**config.mk**
```make
export PLATFORM = sky130hd
export DESIGN_NAME = track_collision_resolver
export DESIGN_NICKNAME = d
export VERILOG_FILES = /design/src/rtl/track_collision_resolver.sv
export SDC_FILE = /design/constraint.sdc
export NUM_CORES = 1
export LEC_CHECK = 0
export CORE_MARGIN = 3
export CORE_UTILIZATION = 39
export CTS_CLUSTER_SIZE = 28
export DETAILED_ROUTE_END_ITERATION = 8
export PLACE_DENSITY = 0.73
export SETUP_SLACK_MARGIN = 0.15
export SLEW_MARGIN = 20
export SYNTH_ARGS = -nofsm -noshare
export SYNTH_HDL_FRONTEND = slang
export SYNTH_SLANG_ARGS = --single-unit
```
**constraint.sdc**
```tcl
create_clock -name i_clk -period 1.8 [get_ports i_clk]
set_input_delay 0.36 -clock i_clk [delete_from_list [all_inputs] [get_ports i_clk]]
set_output_delay 0.36 -clock i_clk [all_outputs]
set_load 0.01 [all_outputs]
```
**src/rtl/track_collision_resolver.sv**
```systemverilog
// Track collision resolver: walks the segment table once per physics tick,
// drives the latched car state to the checker bank, and folds the per-segment
// results into one resolved velocity plus collision/off-track/error flags.
//
// Ports:
//   i_clk, i_rst                    clock, synchronous active-high reset
//   i_start                         begin a scan (only honoured in IDLE)
//   i_x, i_y, i_v_x, i_v_y          car state, latched on accepted start
//   o_x, o_y, o_chk_v_x, o_chk_v_y  latched car state to the checker bank
//   o_seg_req, o_seg_idx            one-cycle fetch pulse and segment index
//   i_seg_valid, i_seg_type         checker result strobe and segment type
//   i_seg_in_region, i_seg_collision, i_seg_v_x, i_seg_v_y
//                                   checker result fields
//   o_busy, o_done                  scan in progress, one-cycle completion
//   o_v_x, o_v_y                    resolved velocity, held until next done
//   o_collision, o_off_track, o_error
//                                   scan status, held until next done
module track_collision_resolver #(
   parameter int H_WIDTH      = 12,
   parameter int V_WIDTH      = 12,
   parameter int VEL_WIDTH    = 16,
   parameter int NUM_SEGMENTS = 16,
   parameter int TIMEOUT      = 15,
   localparam int IDXW = (NUM_SEGMENTS > 1) ? $clog2(NUM_SEGMENTS) : 1
) (
   input  logic                 i_clk,
   input  logic                 i_rst,
   input  logic                 i_start,
   input  logic [H_WIDTH-1:0]   i_x,
   input  logic [V_WIDTH-1:0]   i_y,
   input  logic [VEL_WIDTH-1:0] i_v_x,
   input  logic [VEL_WIDTH-1:0] i_v_y,
   output logic [H_WIDTH-1:0]   o_x,
   output logic [V_WIDTH-1:0]   o_y,
   output logic [VEL_WIDTH-1:0] o_chk_v_x,
   output logic [VEL_WIDTH-1:0] o_chk_v_y,
   output logic                 o_seg_req,
   output logic [IDXW-1:0]      o_seg_idx,
   input  logic                 i_seg_valid,
   input  logic [1:0]           i_seg_type,
   input  logic                 i_seg_in_region,
   input  logic                 i_seg_collision,
   input  logic [VEL_WIDTH-1:0] i_seg_v_x,
   input  logic [VEL_WIDTH-1:0] i_seg_v_y,
   output logic                 o_busy,
   output logic                 o_done,
   output logic [VEL_WIDTH-1:0] o_v_x,
   output logic [VEL_WIDTH-1:0] o_v_y,
   output logic                 o_collision,
   output logic                 o_off_track,
   output logic                 o_error
);

   localparam int TW = (TIMEOUT > 1) ? $clog2(TIMEOUT) : 1;

   localparam logic [IDXW-1:0] IDX_LAST = IDXW'(NUM_SEGMENTS - 1);
   localparam logic [TW-1:0]   TMO_LAST = TW'(TIMEOUT - 1);

   localparam logic [1:0] SEG_H   = 2'd0;
   localparam logic [1:0] SEG_V   = 2'd1;
   localparam logic [1:0] SEG_C   = 2'd2;
   localparam logic [1:0] SEG_END = 2'd3;

   typedef enum logic [1:0] {
      S_IDLE,
      S_FETCH,
      S_WAIT,
      S_DONE
   } state_t;

   state_t               state_q, state_d;
   logic [IDXW-1:0]      idx_q,   idx_d;
   logic [TW-1:0]        tmo_q,   tmo_d;

   // latched car state, seen by the checkers for the whole scan
   logic [H_WIDTH-1:0]   x_q,     x_d;
   logic [V_WIDTH-1:0]   y_q,     y_d;
   logic [VEL_WIDTH-1:0] lvx_q,   lvx_d;
   logic [VEL_WIDTH-1:0] lvy_q,   lvy_d;

   // working velocity and accumulated scan status
   logic [VEL_WIDTH-1:0] wvx_q,   wvx_d;
   logic [VEL_WIDTH-1:0] wvy_q,   wvy_d;
   logic                 hit_q,   hit_d;
   logic                 rgn_q,   rgn_d;

   // held results
   logic [VEL_WIDTH-1:0] ovx_q,   ovx_d;
   logic [VEL_WIDTH-1:0] ovy_q,   ovy_d;
   logic                 col_q,   col_d;
   logic                 off_q,   off_d;
   logic                 err_q,   err_d;

   logic                 fin;
   logic                 tmo_fire;

   always_ff @(posedge i_clk) begin
      if (i_rst) begin
         state_q <= S_IDLE;
         idx_q   <= '0;
         tmo_q   <= '0;
         x_q     <= '0;
         y_q     <= '0;
         lvx_q   <= '0;
         lvy_q   <= '0;
         wvx_q   <= '0;
         wvy_q   <= '0;
         hit_q   <= 1'b0;
         rgn_q   <= 1'b0;
         ovx_q   <= '0;
         ovy_q   <= '0;
         col_q   <= 1'b0;
         off_q   <= 1'b0;
         err_q   <= 1'b0;
      end else begin
         state_q <= state_d;
         idx_q   <= idx_d;
         tmo_q   <= tmo_d;
         x_q     <= x_d;
         y_q     <= y_d;
         lvx_q   <= lvx_d;
         lvy_q   <= lvy_d;
         wvx_q   <= wvx_d;
         wvy_q   <= wvy_d;
         hit_q   <= hit_d;
         rgn_q   <= rgn_d;
         ovx_q   <= ovx_d;
         ovy_q   <= ovy_d;
         col_q   <= col_d;
         off_q   <= off_d;
         err_q   <= err_d;
      end
   end

   always_comb begin
      state_d  = state_q;
      idx_d    = idx_q;
      tmo_d    = tmo_q;
      x_d      = x_q;
      y_d      = y_q;
      lvx_d    = lvx_q;
      lvy_d    = lvy_q;
      wvx_d    = wvx_q;
      wvy_d    = wvy_q;
      hit_d    = hit_q;
      rgn_d    = rgn_q;
      ovx_d    = ovx_q;
      ovy_d    = ovy_q;
      col_d    = col_q;
      off_d    = off_q;
      err_d    = err_q;
      fin      = 1'b0;
      tmo_fire = 1'b0;

      unique case (state_q)
         S_IDLE: begin
            if (i_start) begin
               x_d     = i_x;
               y_d     = i_y;
               lvx_d   = i_v_x;
               lvy_d   = i_v_y;
               wvx_d   = i_v_x;
               wvy_d   = i_v_y;
               hit_d   = 1'b0;
               rgn_d   = 1'b0;
               idx_d   = '0;
               tmo_d   = '0;
               state_d = S_FETCH;
            end
         end

         S_FETCH: begin
            tmo_d   = '0;
            state_d = S_WAIT;
         end

         S_WAIT: begin
            if (i_seg_valid) begin
               if (i_seg_type == SEG_END) begin
                  fin = 1'b1;
               end else begin
                  rgn_d = rgn_q | i_seg_in_region;
                  // a collision outside the region is not trusted
                  if (i_seg_collision && i_seg_in_region) begin
                     hit_d = 1'b1;
                     case (i_seg_type)
                        SEG_H: wvy_d = '0;
                        SEG_V: wvx_d = '0;
                        SEG_C: begin
                           wvx_d = i_seg_v_x;
                           wvy_d = i_seg_v_y;
                        end
                        default: ;
                     endcase
                  end
                  if (idx_q == IDX_LAST) begin
                     fin = 1'b1;
                  end else begin
                     idx_d   = idx_q + IDXW'(1);
                     state_d = S_FETCH;
                  end
               end
            end else if (tmo_q == TMO_LAST) begin
               tmo_fire = 1'b1;
            end else begin
               tmo_d = tmo_q + TW'(1);
            end
         end

         S_DONE: begin
            state_d = S_IDLE;
         end

         default: begin
            state_d = S_IDLE;
         end
      endcase

      // results load on entry to DONE so they are valid with o_done
      if (fin) begin
         state_d = S_DONE;
         off_d   = !rgn_d;
         col_d   = hit_d;
         err_d   = 1'b0;
         ovx_d   = rgn_d ? wvx_d : '0;
         ovy_d   = rgn_d ? wvy_d : '0;
      end

      // aborted scan: report the untouched input velocity
      if (tmo_fire) begin
         state_d = S_DONE;
         off_d   = 1'b0;
         col_d   = 1'b0;
         err_d   = 1'b1;
         ovx_d   = lvx_q;
         ovy_d   = lvy_q;
      end
   end

   assign o_x         = x_q;
   assign o_y         = y_q;
   assign o_chk_v_x   = lvx_q;
   assign o_chk_v_y   = lvy_q;
   assign o_seg_req   = (state_q == S_FETCH);
   assign o_seg_idx   = idx_q;
   assign o_busy      = (state_q != S_IDLE);
   assign o_done      = (state_q == S_DONE);
   assign o_v_x       = ovx_q;
   assign o_v_y       = ovy_q;
   assign o_collision = col_q;
   assign o_off_track = off_q;
   assign o_error     = err_q;

endmodule

```
Word level (Yosys, flattened, before mapping)
Index checks and enable logic that the tools add are counted.
- add/subtract/negate cells: 2
- equal/unequal tests: 18
- mux-type cells: 51
- bitwise operators: 1
- reductions and logical operators: 13
- operator list (operator ; number):
    16-bit 2-to-1 mux ; 14
    16-bit one-hot mux with 2 select lines ; 4
    4-bit 2-to-1 mux ; 6
    1-bit 2-to-1 mux ; 16
    4-bit inequality test (second input constant) ; 4
    2-bit 2-to-1 mux ; 6
    2-bit inequality test (second input constant) ; 6
    4-bit one-hot mux with 3 select lines ; 1
    4-bit by 1-bit adder with 4-bit output (second input constant) ; 2
    2-bit equality test (second input constant) ; 4
    4-bit equality test (second input constant) ; 2
    2-bit one-hot mux with 4 select lines ; 1
    4-bit one-hot mux with 2 select lines ; 1
    4-bit AND reduction ; 2
    2-bit nonzero test ; 3
    5-bit AND reduction ; 1
    2-bit by 1-bit equality test with 1-bit output (second input constant) ; 2
    2-bit zero test ; 2
    1-bit one-hot mux with 2 select lines ; 2
    3-bit nonzero test ; 1
    2-bit AND reduction ; 1
    2-bit OR reduction ; 1
    1-bit logical AND ; 1
    1-bit zero test ; 1
    1-bit OR ; 1
- bits in registers: 135
- input bits: 96
- output and inout bits: 98
- word-level logic and storage cells: 101

Depth between registers and ports, before layout
Gate-level depths: netlist of run 1.
- word-level depth: 9
- depth in mapped cells: 8
- mapped depth without buffers: 6

Least setup slack after synthesis of run 1
OpenSTA, ideal clock, no wires.
- path type: in2reg
- from: in i_seg_type[0]
- to: reg ovy_q[13] (netlist: o_v_y[13])
- setup time: 0.133 ns
- data arrival time: 1.708 ns
- slack: -0.040 ns
- stages on the path: 8
- buffers on the path: 2
- cells stage by stage: inv_1 > ha_1 > clkbuf_1 > o211a_1 > clkbuf_1 > a211oi_1 > o21ai_0 > a31oi_1
- cells in the longest elaborated chain, start to end: 9
- RTL lines (what ; RTL line ; RTL):
    start, declared ; 40 ; input logic [1:0] i_seg_type,
    2-bit equality test / 2-bit zero test (equally long branches) ; 186 ; case (i_seg_type)
    16-bit one-hot mux with 2 select lines ; 186 ;
    16-bit 2-to-1 mux ; 184 ; if (i_seg_collision && i_seg_in_region) begin
    16-bit 2-to-1 mux ; 179 ; if (i_seg_type == SEG_END) begin
    16-bit 2-to-1 mux ; 178 ; if (i_seg_valid) begin
    16-bit one-hot mux with 2 select lines ; 155 ; unique case (state_q)
    16-bit 2-to-1 mux ; 226 ; ovy_d = rgn_d ? wvy_d : '0;
    16-bit 2-to-1 mux ; 220 ; if (fin) begin
    16-bit 2-to-1 mux ; 230 ; if (tmo_fire) begin
    end signal, assigned ; 128 ; ovy_q <= ovy_d;
    end, declared ; 89 ; logic [VEL_WIDTH-1:0] ovy_q, ovy_d;
Parallel ways exist; a longest one is shown, timed or not. The select of a mux whose other input is x is not followed.
A chain may end at the register's enable or synchronous reset.

Final worst setup path of run 1
- from: reg tmo_q[0]
- to: reg ovx_q[2] (netlist: o_v_x[2])
- cells in the longest elaborated chain, start to end: 5
- RTL lines (what ; RTL line ; RTL):
    start, declared ; 73 ; logic [TW-1:0] tmo_q, tmo_d;
    start signal, assigned ; 118 ; tmo_q <= tmo_d;
    4-bit equality test (*) ; 203 ; end else if (tmo_q == TMO_LAST) begin
    1-bit 2-to-1 mux (*) ; 203 ;
    1-bit 2-to-1 mux (*) ; 178 ;
    1-bit 2-to-1 mux (*) ; 155 ;
    16-bit 2-to-1 mux / 2-bit nonzero test (equally long branches) ; - ;
    end signal, assigned ; 127 ; ovx_q <= ovx_d;
    end, declared ; 88 ; logic [VEL_WIDTH-1:0] ovx_q, ovx_d;
Mark *: on every way between the ends. The rest lies on a longest branch, timed or not.

==> flow_summary.yaml, run 1 <==
timing:
  fin_ws_ns: 0.105
  maxSlewHeadroom_pct: 70.9
  timing.fmax_mhz: 590
  timing.setup.tns_ns: 0
  hold_viol_final: 0
  skew_ns: 0.0109
  final-max-slew-violation-count: 0
  finalWorstPathRequiredPeriod_ns: 1.70
  tightest_slew_ns: 0.434
  setup_viol: 0
  rsz0062_at_grt: "true"
  period_share_pct: 94.2
global_routing:
  antenna_found_initial: 0
  grt-ovfl-total: 0
  grtUsageTotal_pct: 22.2
  grt_start_max_net_pins: 71
  grt_pass1_vias: 5520
  grt_pass1_wl_um: 28900
final_layout:
  drive_gt1_share_pct: 17.7
  antenna_cells: 0
  fin_util_pct: 65.9
  fin_cells: 1112
  final_area_mm2: 0.00929
  syn2layout_area_growth_pct: 62.5
  final_nets: 1022
critical_path:
  r2r_cells: 9
  critPathMaxFanout: 7
  end_kind: "register"
  r2r_slack_ns: 0.10
  rr_endpoint: "o_v_x[2]$_SDFFE_PP0P_"
  start_kind: "register"
  required_ns: 2.12
  crit_type: "reg -> reg"
  r2r_start: "tmo_q[0]$_SDFFE_PP0P_"
  arrival_ns: 2.01
clock_network:
  path_clk_slew_ns: 0.05
  cts_tree: "done"
  htree_levels: 4
  clock_sinks: 135
  clockRootBuffer: "clkbuf_16"
  clockBufferDepth: 2
  clk_latency_ns: 0.42
  cts_buffers: 17
logic_synthesis:
  seq_area_frac_synth_pct: 47.3
  syn_area_mm2: 0.00572
  yosys.area.top_type: "dfxtp_1"
  synthTopCellsByArea: "dfxtp_1 (47%), nand2_1 (8.7%), a21oi_1 (6.9%)"
  synth.distinct_cells: 48
  synth_cells: 702
  synth_edf_count: 0
  synth_top_area_share_pct: 47.3
  synth_ff_type: "dfxtp_1"
  yosys_warnings: 0
  avgSynthCellArea_um2: 8.15
  synth_fp_nets: 804
  ys_seq_elements: 135
  async_flop_share_pct: 0
  synthTopCellsByCount: "dfxtp_1 (135), nand2_1 (133), a21oi_1 (79)"
  yosysMostFrequentCell: "dfxtp_1"
status:
  status: "finished, final reports clean"
routing:
  drtPass1Iterations: 5
  ant_nets: 0
  post-route-drc-count: 0
  avgViaCountPerCell: 5.35
  wl_per_cell_um: 17.4
  vias: 5949
  wirelength_um: 19300
  drtIter0Drc: 488
placement:
  pre_cts_slack_ns: -0.882
  place_inst: 1062
  place.gp.congestion: 0.806
  place_area_mm2: 0.00822
  dp_hpwl_um: 12000
  portBuffers: 193
die:
  row_count: 43
  floorplan.initialDensity_pct: 40.6
  io_pins: 194
  dieWidth_um: 127
  dieArea_mm2: 0.0162
  die-height_um: 127
  core-area_mm2: 0.0141
pwr:
  pwr-share-clk_pct: 41.6
  leakagePower_nw: 3.83
  power_frac_seq_pct: 41.5
  p_sw_w: 0.00200
  p_sw_share_pct: 25.7
  pwr-share-comb_pct: 17.0
  powerDensity_mw_per_mm2: 836
  p_int_w: 0.00577
  ir_drop_uv: 712
worst_hold_path:
  hp-start: "i_rst"
  hold_path_end: "state_q[1]$_SDFFE_PP0P_"
  hold_path_class: "in -> reg"
  whs_path_depth: 2
job:
  cap_violations: 0
-- critical path, stage by stage (launching register included) --
cell and delay, ns:
dfxtp_2 0.33, inv_2 0.07, ha_4 0.13, nand3_2 0.09, buf_6 0.14, nor3_4 0.18
buf_6 0.18, buf_12 0.14, a21oi_1 0.06, o32ai_2 0.26
-- sequential cells by signal, indices dropped and copies added (netlist names) --
| signal | count |
|---|---|
| o_chk_v_x | 16 |
| o_chk_v_y | 16 |
| o_v_x | 16 |
| o_v_y | 16 |
| wvx_q | 16 |
| wvy_q | 16 |
| o_x | 12 |
| o_y | 12 |
| o_seg_idx | 4 |
| tmo_q | 4 |
| state_q | 2 |
| hit_q | 1 |
| o_collision | 1 |
| o_error | 1 |
| o_off_track | 1 |
| rgn_q | 1 |
-- area by class of cell --
class	instances	area (um2)
sequential	135	2710
fill	1198	4810
multi-input combinational	486	3120
timing repair buffer	259	2610
clock buffer	24	472
clock inverter	7	72.6
tap	180	225
inverter	21	78.8
-- worst max-delay path by stage --
stage,start,depth (start not counted),slack (ns),to
4_1_cts,state_q[1]$_SDFFE_PP0P_,6,0.12,o_v_x[10]$_SDFFE_PP0P_
3_3_place_gp,i_seg_type[1],7,-0.83,o_v_x[5]$_SDFFE_PP0P_
6_report,tmo_q[0]$_SDFFE_PP0P_,9,0.10,o_v_x[2]$_SDFFE_PP0P_
5_1_grt,tmo_q[0]$_SDFFE_PP0P_,9,0.05,o_v_x[2]$_SDFFE_PP0P_
2_1_floorplan,i_seg_type[0],8,0.13,o_v_y[13]$_SDFFE_PP0P_
3_5_place_dp,i_seg_type[1],7,-0.88,o_v_x[1]$_SDFFE_PP0P_
-- layer usage --
layer / wire, um / track usage, % / share of wire [%] / vias to the layer above
li1: - / - / - / 2888
met1: 8150 / 27.9 / 42 / 2807
met3: 1650 / 7.94 / 8.5 / 20
met5: 0 / 0 / 0 / -
met4: 215 / 5.80 / 1.1 / 0
met2: 9280 / 36.5 / 48 / 234
-- through the flow --
stage,power (W),hold WS [ns]
finish,0.00777,0.214
global route,0.00808,0.209
CTS,0.00773,0.203
detailed placement,0.00446,0.446
global placement,0.00445,0.441
floorplan,0.00382,0.444
-- layout by cell type, fill, tap and decap left out, types with 20 or more instances in the layout --
cell             synthesis  layout
nand2_1                133     131
dfxtp_1                135     130
dlygate4sd2_1            0      96
clkdlybuf4s50_1          0      90
a21oi_1                 79      78
nor2_1                  78      75
buf_4                    0      38
nand3_1                 23      22
clkbuf_16                0      22
inv_1                   21      20
-- power groups by stage --
stage	clock, W	combinational (W)	sequential (W)
2_1_floorplan	0	0.000514	0.00330
5_1_grt	0.00342	0.00142	0.00323
4_1_cts	0.00328	0.00123	0.00321
3_3_place_gp	0	0.00118	0.00327
3_5_place_dp	0	0.00119	0.00328
6_report	0.00323	0.00132	0.00322
-- logic make-up (layout without fill, tap and decap cells) --
logic type      after synthesis  in the layout  synth area share (%)
flops                       135            135                  47.3
buf+inv                      81            311                  5.91
fa+ha+maj                     6              6                  1.31
xor+xnor                      3              3                 0.460
simple gates                291            291                  22.7
compound gates              186            186                  22.3
-- what timing repair did --
item,in CTS,in global routing
cloned,1,5
endpoints found under the setup margin,164,51
buffers inserted,5,8
gates resized for setup,148,36
hold buffers,0,0
pin swaps,16,13
Power figures use the tool's default switching activity.
==> inputs of run 2 (changes only) <==
--- a/config.mk
+++ b/config.mk
@@ -6,10 +6,10 @@
 export NUM_CORES = 1
 export LEC_CHECK = 0
 export CORE_MARGIN = 3
-export CORE_UTILIZATION = 39
+export CORE_UTILIZATION = 41
 export CTS_CLUSTER_SIZE = 28
 export DETAILED_ROUTE_END_ITERATION = 8
-export PLACE_DENSITY = 0.73
+export PLACE_DENSITY = 0.76
 export SETUP_SLACK_MARGIN = 0.15
 export SLEW_MARGIN = 20
 export SYNTH_ARGS = -nofsm -noshare
==> flow_summary.yaml, run 2 (same netlist as run 1, synthesis figures left out) <==
status:
  status: "finished, final reports clean"
die:
  core-area_mm2: 0.0135
  dieWidth_um: 124
  io_pins: 194
  die-height_um: 124
  row_count: 42
  floorplan.initialDensity_pct: 42.5
  dieArea_mm2: 0.0154
timing:
  maxSlewHeadroom_pct: 75.1
  rsz0062_at_grt: "true"
  hold_viol_final: 0
  tightest_slew_ns: 0.373
  period_share_pct: 94.9
  finalWorstPathRequiredPeriod_ns: 1.71
  skew_ns: 0.00925
  final-max-slew-violation-count: 0
  setup_viol: 0
  timing.fmax_mhz: 586
routing:
  post-route-drc-count: 0
  wirelength_um: 19000
  vias: 5978
  ant_nets: 0
  wl_per_cell_um: 17.2
  drtIter0Drc: 603
  avgViaCountPerCell: 5.40
  drtPass1Iterations: 5
worst_hold_path:
  hold_path_class: "in -> reg"
final_layout:
  final_cell_mix: "nand2_1 (131), dfxtp_1 (131), dlygate4sd2_1 (98)"
  fin_util_pct: 67.7
  final_nets: 1021
  drive_gt1_share_pct: 17.2
  syn2layout_area_growth_pct: 59.3
  fill_cells: 1131
  antenna_cells: 0
clock_network:
  clk_latency_ns: 0.42
  htree_levels: 4
  cts_hold_buf: 0
  clock_sinks: 135
  clockRootBuffer: "clkbuf_16"
  path_clk_slew_ns: 0.06
  cts_tree: "done"
  cts_buffers: 17
  clockBufferDepth: 2
placement:
  dp_hpwl_um: 12300
  place.gp.congestion: 0.803
  portBuffers: 193
critical_path:
  path_cells: "buf_12 -> and3b_2 -> a41oi_2 -> buf_12 -> a221oi_4 -> o32ai_2"
  start_kind: "register"
  cp_common_cell: "buf_12"
  required_ns: 2.09
  max_stage_delay_ns: 0.35
  cpMaxStageDelayCell: "dfxtp_4"
  worst-path-buf-inv: 2
  end_kind: "register"
  crit_family: "compound AO/OA/AOI/OAI gates"
  critPathMaxFanout: 16
  arrival_ns: 2.00
  crit_type: "reg -> reg"
global_routing:
  grt_start_max_net_pins: 46
  grt-ovfl-total: 0
  grt_pass1_vias: 5895
  grt_pass1_wl_um: 29400
  grtUsageTotal_pct: 24.5
  antenna_found_initial: 0
job:
  cap_violations: 0
pwr:
  leakagePower_nw: 3.79
  finalPower_w: 0.00808
  ir_drop_uv: 716
  powerDensity_mw_per_mm2: 887
[run 2: cell type report]
| cell class | instances | area [um2] | share of cell area (%) |
|---|---|---|---|
| well taps | 176 | 220 | 2.42 |
| clock buffers | 21 | 470 | 5.17 |
| clock inverters | 11 | 148 | 1.62 |
| inverters | 21 | 78.8 | 0.866 |
| repair buffers | 258 | 2540 | 27.9 |
| flip-flops and latches | 135 | 2710 | 29.8 |
| multi-input cells | 486 | 2940 | 32.2 |
[run 2: final timing paths]
path	start	to	slack (ns)	cells after the start
worst max register to register	state_q[0]$_SDFFE_PP0P_	o_v_x[3]$_SDFFE_PP0P_	0.09	6
worst max-delay path	state_q[0]$_SDFFE_PP0P_	o_v_x[3]$_SDFFE_PP0P_	0.09	6
worst min-delay path	i_rst	wvx_q[4]$_SDFF_PP0_	0.28	2
worst min register to register	o_y[6]$_SDFFE_PP0P_	o_y[6]$_SDFFE_PP0P_	0.45	2
[run 2: per-stage QoR]
| stage | hold WS [ns] | cells | worst slack, ns | area (um2) | TNS (ns) |
|---|---|---|---|---|---|
| after floorplan | 0.444 | 702 | 0.126 | 5820 | 0 |
| after global placement | 0.441 | 1065 | -0.801 | 8250 | -37.79 |
| after detailed placement | 0.447 | 1065 | -0.889 | 8250 | -41.71 |
| after CTS | 0.268 | 1104 | 0.0700 | 8960 | 0 |
| after global routing | 0.295 | 1108 | 0.0425 | 9110 | 0 |
| final | 0.283 | 1108 | 0.0924 | 9110 | 0 |
[run 2: timing repair]
action,in CTS,in global routing
endpoints found under the setup margin,168,68
resized for setup,140,35
pin swaps,11,10
cloned,2,0
buffers inserted,5,4
[run 2: where the power goes]
group | switching, W | total (W) | internal, W | leakage, nW
Clock | 0.00131 | 0.00360 | 0.00229 | 0.303
Combinational | 0.000624 | 0.00126 | 0.000638 | 2.38
Sequential | 0.0000813 | 0.00321 | 0.00313 | 1.10
Total | 0.00202 | 0.00808 | 0.00606 | 3.79
[run 2: routing by layer]
metal  up-vias  share of wire [%]  GRT usage [%]  wire, um
met1      2819                 40           28.9      7700
li1       2891                  -              -         -
met5         -                  0              0         0
met3        27                8.8           9.36      1680
met4         0                1.5           8.08       293
met2       241                 49           41.1      9360
[run 2: worst register-to-register path, stage by stage (launching register included)]
cell and delay (ns):
dfxtp_4 0.35, buf_12 0.13, and3b_2 0.26, a41oi_2 0.16, buf_12 0.20, a221oi_4 0.34, o32ai_2 0.14
